<file path="config.mk">
export PLATFORM = sky130hd
export DESIGN_NAME = mem_stage_lsu
export DESIGN_NICKNAME = d
export VERILOG_FILES = /design/src/rtl/mem_stage_lsu.sv
export SDC_FILE = /design/constraint.sdc
export NUM_CORES = 1
export LEC_CHECK = 0
export ABC_AREA = 1
export BUFFER_PORTS_ARGS = -buffer_cell sky130_fd_sc_hd__buf_2
export CORE_ASPECT_RATIO = 0.7
export CORE_UTILIZATION = 30
export DETAILED_ROUTE_END_ITERATION = 7
export PLACE_DENSITY = 0.54
export RECOVER_POWER = 50
export SLEW_MARGIN = 10
export SYNTH_ARGS = -nofsm -noshare
export SYNTH_HDL_FRONTEND = slang
export SYNTH_SLANG_ARGS = --single-unit
</file>
<file path="constraint.sdc">
create_clock -name clk -period 2.8 [get_ports clk]
set_input_delay 0.14 -clock clk [delete_from_list [all_inputs] [get_ports clk]]
set_output_delay 0.14 -clock clk [all_outputs]
set_load 0.05 [all_outputs]
</file>
<file path="src/rtl/mem_stage_lsu.sv">
// M-stage load/store unit: drives one req/ack data-memory transaction per load/store and stalls IF..M until it completes.
// Optional build macro MISALIGN_TRAP_EN faults misaligned half/word accesses locally, without a bus cycle.
`timescale 1ns/1ps
module mem_stage_lsu #(
  parameter int unsigned TIMEOUT = 256
) (
  input  logic        clk,
  input  logic        reset,
  input  logic        MemReadM,
  input  logic        MemWriteM,
  input  logic [2:0]  Funct3M,
  input  logic [31:0] AddrM,
  input  logic [31:0] WriteDataM,
  output logic [31:0] ReadDataM,
  output logic        StallM,
  output logic        MemErrM,
  output logic        dmem_req,
  output logic        dmem_we,
  output logic [31:0] dmem_addr,
  output logic [3:0]  dmem_be,
  output logic [31:0] dmem_wdata,
  input  logic [31:0] dmem_rdata,
  input  logic        dmem_ack
);

  localparam int unsigned       CNT_W    = (TIMEOUT > 1) ? $clog2(TIMEOUT) : 1;
  localparam logic [CNT_W-1:0]  CNT_LAST = CNT_W'(TIMEOUT - 1);

  typedef enum logic [1:0] {
    S_IDLE,
    S_BUSY,
    S_DONE
  } state_e;

  state_e            state_q, state_d;
  logic [CNT_W-1:0]  count_q, count_d;
  logic [31:0]       read_data_q, read_data_d;
  logic              mem_err_q, mem_err_d;
  logic              req_q, req_d;
  logic              we_q, we_d;
  logic [31:0]       addr_q, addr_d;
  logic [3:0]        be_q, be_d;
  logic [31:0]       wdata_q, wdata_d;
  logic [2:0]        funct3_q, funct3_d;
  logic [1:0]        off_q, off_d;
  logic              load_q, load_d;

  logic        access;
  logic [1:0]  off;
  logic        size_b;
  logic        size_h;
  logic [3:0]  req_be;
  logic [31:0] req_wdata;
  logic        misalign;
  logic [7:0]  lane_b;
  logic [15:0] lane_h;
  logic [31:0] load_ext;

  // A store wins when both controls are high.
  assign access = MemReadM | MemWriteM;
  assign off    = AddrM[1:0];
  assign size_b = (Funct3M[1:0] == 2'b00);
  assign size_h = (Funct3M[1:0] == 2'b01);

  // NOTE: every signal written in an always_comb gets a default first, so no path can infer a latch.
  always_comb begin
    req_be    = 4'b1111;
    req_wdata = WriteDataM;
    if (size_b) begin
      req_be    = 4'b0001 << off;
      req_wdata = {4{WriteDataM[7:0]}};
    end else if (size_h) begin
      req_be    = 4'b0011 << {off[1], 1'b0};
      req_wdata = {2{WriteDataM[15:0]}};
    end
  end

`ifdef MISALIGN_TRAP_EN
  assign misalign = (size_h & off[0]) | (~size_b & ~size_h & (off != 2'b00));
`else
  assign misalign = 1'b0;
`endif

  // Lane select uses the offset/size captured at request time, not the live pipeline inputs.
  always_comb begin
    lane_b   = dmem_rdata[{off_q, 3'b000} +: 8];
    lane_h   = dmem_rdata[{off_q[1], 4'b0000} +: 16];
    load_ext = dmem_rdata;
    case (funct3_q)
      3'b000:  load_ext = {{24{lane_b[7]}}, lane_b};
      3'b100:  load_ext = {24'b0, lane_b};
      3'b001:  load_ext = {{16{lane_h[15]}}, lane_h};
      3'b101:  load_ext = {16'b0, lane_h};
      default: load_ext = dmem_rdata;
    endcase
  end

  always_comb begin
    state_d     = state_q;
    count_d     = count_q;
    read_data_d = read_data_q;
    mem_err_d   = mem_err_q;
    req_d       = req_q;
    we_d        = we_q;
    addr_d      = addr_q;
    be_d        = be_q;
    wdata_d     = wdata_q;
    funct3_d    = funct3_q;
    off_d       = off_q;
    load_d      = load_q;
    case (state_q)
      S_IDLE: begin
        if (access) begin
          if (misalign) begin
            state_d   = S_DONE;
            mem_err_d = 1'b1;
            if (!MemWriteM) read_data_d = '0;
          end else begin
            state_d  = S_BUSY;
            req_d    = 1'b1;
            count_d  = '0;
            we_d     = MemWriteM;
            addr_d   = {AddrM[31:2], 2'b00};
            be_d     = req_be;
            wdata_d  = req_wdata;
            funct3_d = Funct3M;
            off_d    = off;
            load_d   = ~MemWriteM;
          end
        end
      end
      S_BUSY: begin
        if (dmem_ack) begin
          req_d   = 1'b0;
          state_d = S_DONE;
          if (load_q) read_data_d = load_ext;
        end else if (count_q == CNT_LAST) begin
          req_d     = 1'b0;
          mem_err_d = 1'b1;
          state_d   = S_DONE;
          if (load_q) read_data_d = '0;
        end else begin
          count_d = count_q + CNT_W'(1);
        end
      end
      S_DONE: begin
        state_d   = S_IDLE;
        mem_err_d = 1'b0;
      end
      default: state_d = S_IDLE;
    endcase
  end

  // NOTE: state registers use non-blocking assignments so every flop samples pre-edge values.
  always_ff @(posedge clk or negedge reset) begin
    if (!reset) begin
      state_q     <= S_IDLE;
      count_q     <= '0;
      read_data_q <= '0;
      mem_err_q   <= 1'b0;
      req_q       <= 1'b0;
      we_q        <= 1'b0;
      addr_q      <= '0;
      be_q        <= '0;
      wdata_q     <= '0;
      funct3_q    <= '0;
      off_q       <= '0;
      load_q      <= 1'b0;
    end else begin
      state_q     <= state_d;
      count_q     <= count_d;
      read_data_q <= read_data_d;
      mem_err_q   <= mem_err_d;
      req_q       <= req_d;
      we_q        <= we_d;
      addr_q      <= addr_d;
      be_q        <= be_d;
      wdata_q     <= wdata_d;
      funct3_q    <= funct3_d;
      off_q       <= off_d;
      load_q      <= load_d;
    end
  end

  // The stall drops in DONE so the pipeline advances exactly once per access.
  assign StallM     = access & (state_q != S_DONE);
  assign ReadDataM  = read_data_q;
  assign MemErrM    = mem_err_q;
  assign dmem_req   = req_q;
  assign dmem_we    = we_q;
  assign dmem_addr  = addr_q;
  assign dmem_be    = be_q;
  assign dmem_wdata = wdata_q;

endmodule

</file>
==> metrics.csv, run 1 <==
metric;value;unit
gr-usage-met3;0.06996;
overflow;0;
fill_cells;1943;
hold_path_class;in -> reg;
track_usage;0.1879;
synth.cell_area;5605;µm²
drc;22;
ys_seq_area_frac;0.5223;
io_buffers;205;
wl_per_cell;14.09;µm
syn_area_per_cell;7.668;µm²
gp_congestion;0.7875;
drt-pass1-iter-count;7;
start_kind;register;
regArea;2928;µm²
std_cell_rows;41;
power_density;1341;nW/µm²
n_antenna_cell;0;
max_slew.worst_pin.slew;1255;ps
drt_iter0_drc;295;
yosys_register_bits;117;
violations;design-rule violations;
setup_viol;0;
max_stage_delay;560;ps
final_core_util;0.4307;
hpwl;12.12;mm
drv_cap;0;
crit_buf_inv;2;
num-nets-final;1088;
grt_setup_unrepaired;no;
die-width;165.4;µm
dr_total_vias;5592;
grt_pass1_vias;5471;
cts_tree;done;
use_met2;0.2876;
final_cells;1232;
die_area;19240;µm²
syn_to_final_growth;39.53;%
cp_max_fo;64;
clock_latency;420;ps
final_cell_mix;269 x nand2_1, 119 x buf_2, 117 x dfrtp_1;
grt_pass1_wl;27.83;mm
vdd_drop_max;0.6908;mV
critPathTopFamily;buffers and inverters;
cts_sinks;117;
fin_crit_sh;0.7617;
multi_input_area;2278;µm²
path_clk_slew;60;ps
die_y;116.4;µm
final_antenna_net_count;0;
clockBufferDepth;2;
endpoint_kind;register;
slowest_stage;dlygate4sd3_1;
gr-max-usage-layer;met2;
initial_core_util;0.3087;
relSlewSlack;0.1634;
path_class;reg -> reg;
synth_cell_types;29;
coreArea;18160;µm²
synthCells;731;
final_common_cell;nand2_1;
drt_wl_total;17.37;mm
p_leak;4.019;nW
status;complete, but fails checks;
cp_cell_sequence;nor2_1 > o21ai_4 > buf_4 > a21oi_1 > a31oi_1 > dlygate4sd3_1;
grt_use_met1;0.2528;
critPathRequiredTime;3100;ps
via_per_inst;4.539;
grt_start_max_net_pins;65;
fmax;468.9;MHz
dpl.cell_count;1145;
r2r_slack;670;ps
setup-tns-final;0;ps
slew_violations;0;
period_needed;2133;ps
yosysWarningCount;0;
skew;9.904;ps
post_dp_cell_area;6832;µm²
cts_buffers;17;
grt_antenna_before_repair;0;
htreeDepth;4;
post-cts-setup-buffers;0;
final_cell_area;7821;µm²
ctsRootBufferMaster;clkbuf_16;
finalHoldViolCount;0;
critPathArrivalTime;2430;ps
pin_count;208;
drive_gt1_frac;0.1787;
==> path summary, 6_finish.rpt <==
path,startpoint,end,depth (start not counted)
worst min-delay path,WriteDataM[7],dmem_wdata[7]$_DFFE_PN0P_,3
worst max-delay path,state_q[1]$_DFFE_PN0P_,dmem_wdata[29]$_DFFE_PN0P_,6
min in group asynchronous,reset,dmem_we$_DFFE_PN0P_,2
worst min register to register,ReadDataM[12]$_DFFE_PN0P_,ReadDataM[12]$_DFFE_PN0P_,2
max in group asynchronous,reset,dmem_addr[15]$_DFFE_PN0P_,3
worst max register to register,state_q[1]$_DFFE_PN0P_,dmem_wdata[29]$_DFFE_PN0P_,6
==> synthesized netlist by cell type (all sizes together) <==
master  number  share of area
a31o         1         0.0016
o21a         1         0.0013
o21ai       57          0.053
dfrtp      117           0.52
o211ai       1         0.0013
buf         18          0.021
nand3       52          0.047
or2          2         0.0022
a31oi        9          0.010
a21oi       62          0.057
nor2        53          0.037
clkbuf      19          0.013
nand2      274           0.19
o21bai       1         0.0013
inv         58          0.039
o31ai        1         0.0013
clkinv       1        0.00067
ha           1         0.0022
nand4        2         0.0022
conb         1        0.00067
==> sequential cells by signal (all words and copies together), names as in the netlist <==
signal and count:
off_q 2, funct3_q 3, dmem_addr 30, dmem_wdata 32
dmem_req 1, state_q 2, dmem_we 1, ReadDataM 32
MemErrM 1, dmem_be 4, load_q 1, count_q 8
==> report_power, final <==
part	internal, mW	switching [mW]
combinational	1.12	4.36
sequential	2.46	0.459
clock	1.26	0.824
==> stage by stage <==
step / setup WS [ps] / hold slack (ps) / power, mW
6_report: 667.2 / 15.49 / 10.49
5_1_grt: 494.6 / 17.74 / 11.22
4_1_cts: 616.2 / 0.2857 / 10.74
3_5_place_dp: 977.9 / 122.8 / 8.523
3_3_place_gp: 1000 / 118.6 / 8.513
2_1_floorplan: 1266 / -155.6 / 7.132
==> cell families after synthesis <==
family | synth area share
other | 0.0006690
DFF | 0.5223
AOI/OAI and AO/OA | 0.1272
and+or+nand+nor | 0.2743
adders and majority gates | 0.002232
buffers and inverters | 0.07321
==> layer usage <==
| metal | share of wire | up-vias | wire [µm] |
|---|---|---|---|
| met3 | 0.081 | 17 | 1403 |
| met5 | 0 | - | 0 |
| li1 | - | 2836 | - |
| met4 | 0.0095 | 0 | 165 |
| met2 | 0.43 | 188 | 7515 |
| met1 | 0.48 | 2551 | 8282 |
==> worst register-to-register path, delay by kind of cell, from the launching register on <==
family,cells,cell delay [ps]
flip-flops,1,400
buffers and inverters,2,850
AO/OA/AOI/OAI,3,570
AND/OR/NAND/NOR,1,190
==> timing repair <==
action | CTS | global route
hold buffers | 54 | 1
endpoints found under the hold margin | 84 | 1
gates resized for setup | 0 | 0
==> cell type report <==
class / count / share of cell area
Clock inverter: 12 / 0.01360
Sequential cell: 117 / 0.3743
Inverter: 59 / 0.02832
Tap cell: 236 / 0.03775
Clock buffer: 20 / 0.05839
Timing Repair Buffer: 269 / 0.1963
Multi-Input combinational cell: 519 / 0.2913
No activity file was read; power rests on OpenSTA's default activity.
==> run 2: changes to the inputs <==
--- a/config.mk
+++ b/config.mk
@@ -5,7 +5,7 @@
 export SDC_FILE = /design/constraint.sdc
 export NUM_CORES = 1
 export LEC_CHECK = 0
-export ABC_AREA = 1
+export ABC_AREA = 0
 export BUFFER_PORTS_ARGS = -buffer_cell sky130_fd_sc_hd__buf_2
 export CORE_ASPECT_RATIO = 0.7
 export CORE_UTILIZATION = 30
==> constraint.sdc (replaced) <==
create_clock -name clk -period 2.08 [get_ports clk]
set_input_delay 0.104 -clock clk [delete_from_list [all_inputs] [get_ports clk]]
set_output_delay 0.104 -clock clk [all_outputs]
set_load 0.05 [all_outputs]
==> run 2 against run 1 <==
  * The flow now finishes without violations
  * Via count is 5.5% lower
  * Sequential power is 36% higher
  * Flip-flop and latch count stayed put
  * Critical path type unchanged
  * Critical endpoint is now ReadDataM[3]$_DFFE_PN0P_
==> metrics.csv, run 2 <==
metric;value;unit
r2r_cells;5;
comb_power_share;0.494;
place_ws;34.12;ps
wl_per_cell;16.04;µm
max_stage_delay;450;ps
cts_sinks;117;
fill_cells;1718;
drive_gt1_frac;0.2614;
vdd_drop_max;0.8701;mV
synth-edff-count;0;
yosys-top-cells-count;172 x nand2_1, 117 x dfrtp_1, 40 x o21ai_0, 29 x clkbuf_1;
num-nets-final;949;
drt_wl_total;17.45;mm
start_kind;register;
dpl.cell_count;985;
setup_slack;236.9;ps
setup_viol;0;
drc;0;
die-width;163.5;µm
track_usage;0.1924;
cts-resized-gates;0;
relSlewSlack;0.4466;
endpoint_kind;register;
overflow;0;
synth.cell_area;5477;µm²
drv_cap;0;
skew;7.228;ps
path_class;reg -> reg;
slew_violations;0;
synth.most_common_cell;nand2_1;
setup-tns-final;0;ps
finalHoldViolCount;0;
rr_startpoint;funct3_q[0]$_DFFE_PN0P_;
critPathRequiredTime;2380;ps
slowest_stage;dfrtp_1;
internal-power;6.968;mW
cp_max_fo;13;
final_antenna_net_count;0;
final_cell_mix;171 x nand2_1, 153 x buf_2, 117 x dfrtp_1;
endpoint;ReadDataM[3]$_DFFE_PN0P_;
power_density;1735;nW/µm²
grt_start_max_net_pins;66;
final_cells;1088;
pin_count;208;
ys_seq_area_frac;0.5346;
reg2reg_to;ReadDataM[3]$_DFFE_PN0P_;
final_common_cell;nand2_1;
async_reset_ff_frac;1.000;
status;completed;
hpwl;12.35;mm
p_seq_frac;0.285;
grt_pass1_wl;27.53;mm
initial_core_util;0.3126;
fin_crit_sh;0.8861;
synth_top_area_frac;0.5346;
drt_iter0_drc;370;
p_clk_frac;0.220;
path_clk_slew;50;ps
coreArea;17520;µm²
regArea;2928;µm²
yosysWarningCount;0;
synthCells;572;
die_area;18810;µm²
multi_input_area;2342;µm²
synth_cell_types;51;
synth.area.top_cells;dfrtp_1 53%, nand2_1 12%, mux2i_1 4.4%;
gp_congestion;0.8548;
fmax;542.6;MHz
swShare;0.5008;
hold_path_class;in -> reg;
max_slew.worst_pin.slew;830.1;ps
dr_total_vias;5285;
drt-pass1-iter-count;6;
die_y;115.0;µm
grt_antenna_before_repair;0;
grt_setup_unrepaired;no;
via_per_inst;4.858;
startpoint;funct3_q[0]$_DFFE_PN0P_;
clock_latency;410;ps
cp_cell_sequence;buf_4 > nand2b_1 > o31a_1 > and4_1 > a21o_1;
critPathArrivalTime;2140;ps
syn_to_final_growth;46.93;%
std_cell_rows;40;
htreeDepth;4;
cts_tree;done;
clockBufferDepth;2;
r2r_slack;240;ps
p_leak;3.998;nW
n_antenna_cell;0;
yosys_register_bits;117;
cts_buffers;17;
ys.flop_type;dfrtp_1;
io_buffers;205;
p_switching;6.990;mW
syn_area_per_cell;9.574;µm²
synth_largest_area_cell;dfrtp_1;
ctsRootBufferMaster;clkbuf_16;
grt_pass1_vias;5234;
period_needed;1843;ps
run 2: area by class of cell:
| type | instances | share of cell area |
|---|---|---|
| Multi-Input combinational cell | 404 | 0.2911 |
| Clock inverter | 11 | 0.01850 |
| Inverter | 12 | 0.005598 |
| Timing Repair Buffer | 292 | 0.2253 |
| Clock buffer | 21 | 0.05971 |
| Sequential cell | 117 | 0.3639 |
| Tap cell | 231 | 0.03592 |
run 2: cells by family (layout without fill, tap and decap cells):
| logic type | count (synthesis) | count (layout) | share of synthesized area |
|---|---|---|---|
| other | 1 | 2 | 0.0006847 |
| and+or+nand+nor | 242 | 242 | 0.1924 |
| muxes | 35 | 35 | 0.06854 |
| DFF | 117 | 117 | 0.5346 |
| buffers and inverters | 52 | 336 | 0.04067 |
| adders and majority gates | 1 | 1 | 0.002284 |
| AOI/OAI and AO/OA | 124 | 124 | 0.1608 |
run 2: power by group through the flow:
stage	Clock [mW]	Sequential [mW]	Combinational (mW)
after global routing	3.29	4.10	7.34
after detailed placement	0	3.97	6.97
after floorplan	0	7.20	1.90
after CTS	3.16	3.96	7.08
final	3.08	3.98	6.90
after global placement	0	3.93	6.91
run 2: stage by stage:
step / total power, mW / hold WS (ps) / cell area (µm²) / utilization
after floorplan: 9.092 / -191.6 / 5480 / -
after global placement: 10.84 / 84.15 / 6778 / 0.3869
after detailed placement: 10.94 / 84.90 / 6778 / 0.3869
after CTS: 14.20 / 0.8372 / 8108 / 0.4629
after global routing: 14.72 / 15.53 / 8046 / 0.4594
final: 13.96 / 7.014 / 8046 / 0.4594
run 2: layer usage:
metal | global-route usage | routed length [µm]
met5 | 0 | 0
met4 | 0.05679 | 150
met1 | 0.2710 | 8673
met3 | 0.05483 | 1119
met2 | 0.2864 | 7509
run 2: worst min-delay path by stage:
stage / from / end / depth (start not counted)
5_1_grt: WriteDataM[20] / dmem_wdata[20]$_DFFE_PN0P_ / 3
4_1_cts: WriteDataM[13] / dmem_wdata[13]$_DFFE_PN0P_ / 3
3_5_place_dp: reset / dmem_addr[27]$_DFFE_PN0P_ / 1
3_3_place_gp: reset / dmem_addr[31]$_DFFE_PN0P_ / 1
2_1_floorplan: reset / MemErrM$_DFFE_PN0P_ / 0
6_report: WriteDataM[31] / dmem_wdata[31]$_DFFE_PN0P_ / 3
run 2: worst max-delay path: cells and delay by family, from the launching register on:
family                 cells  cell delay (ps)
buffers and inverters      1              210
flip-flops                 1              450
AO/OA/AOI/OAI              2              520
AND/OR/NAND/NOR            2              550
run 2: what timing repair did:
item / in CTS / in global routing
buffers inserted: 0 / 1
setup endpoints to repair: 0 / 16
hold buffers: 70 / 0
hold endpoints to repair: 102 / 0
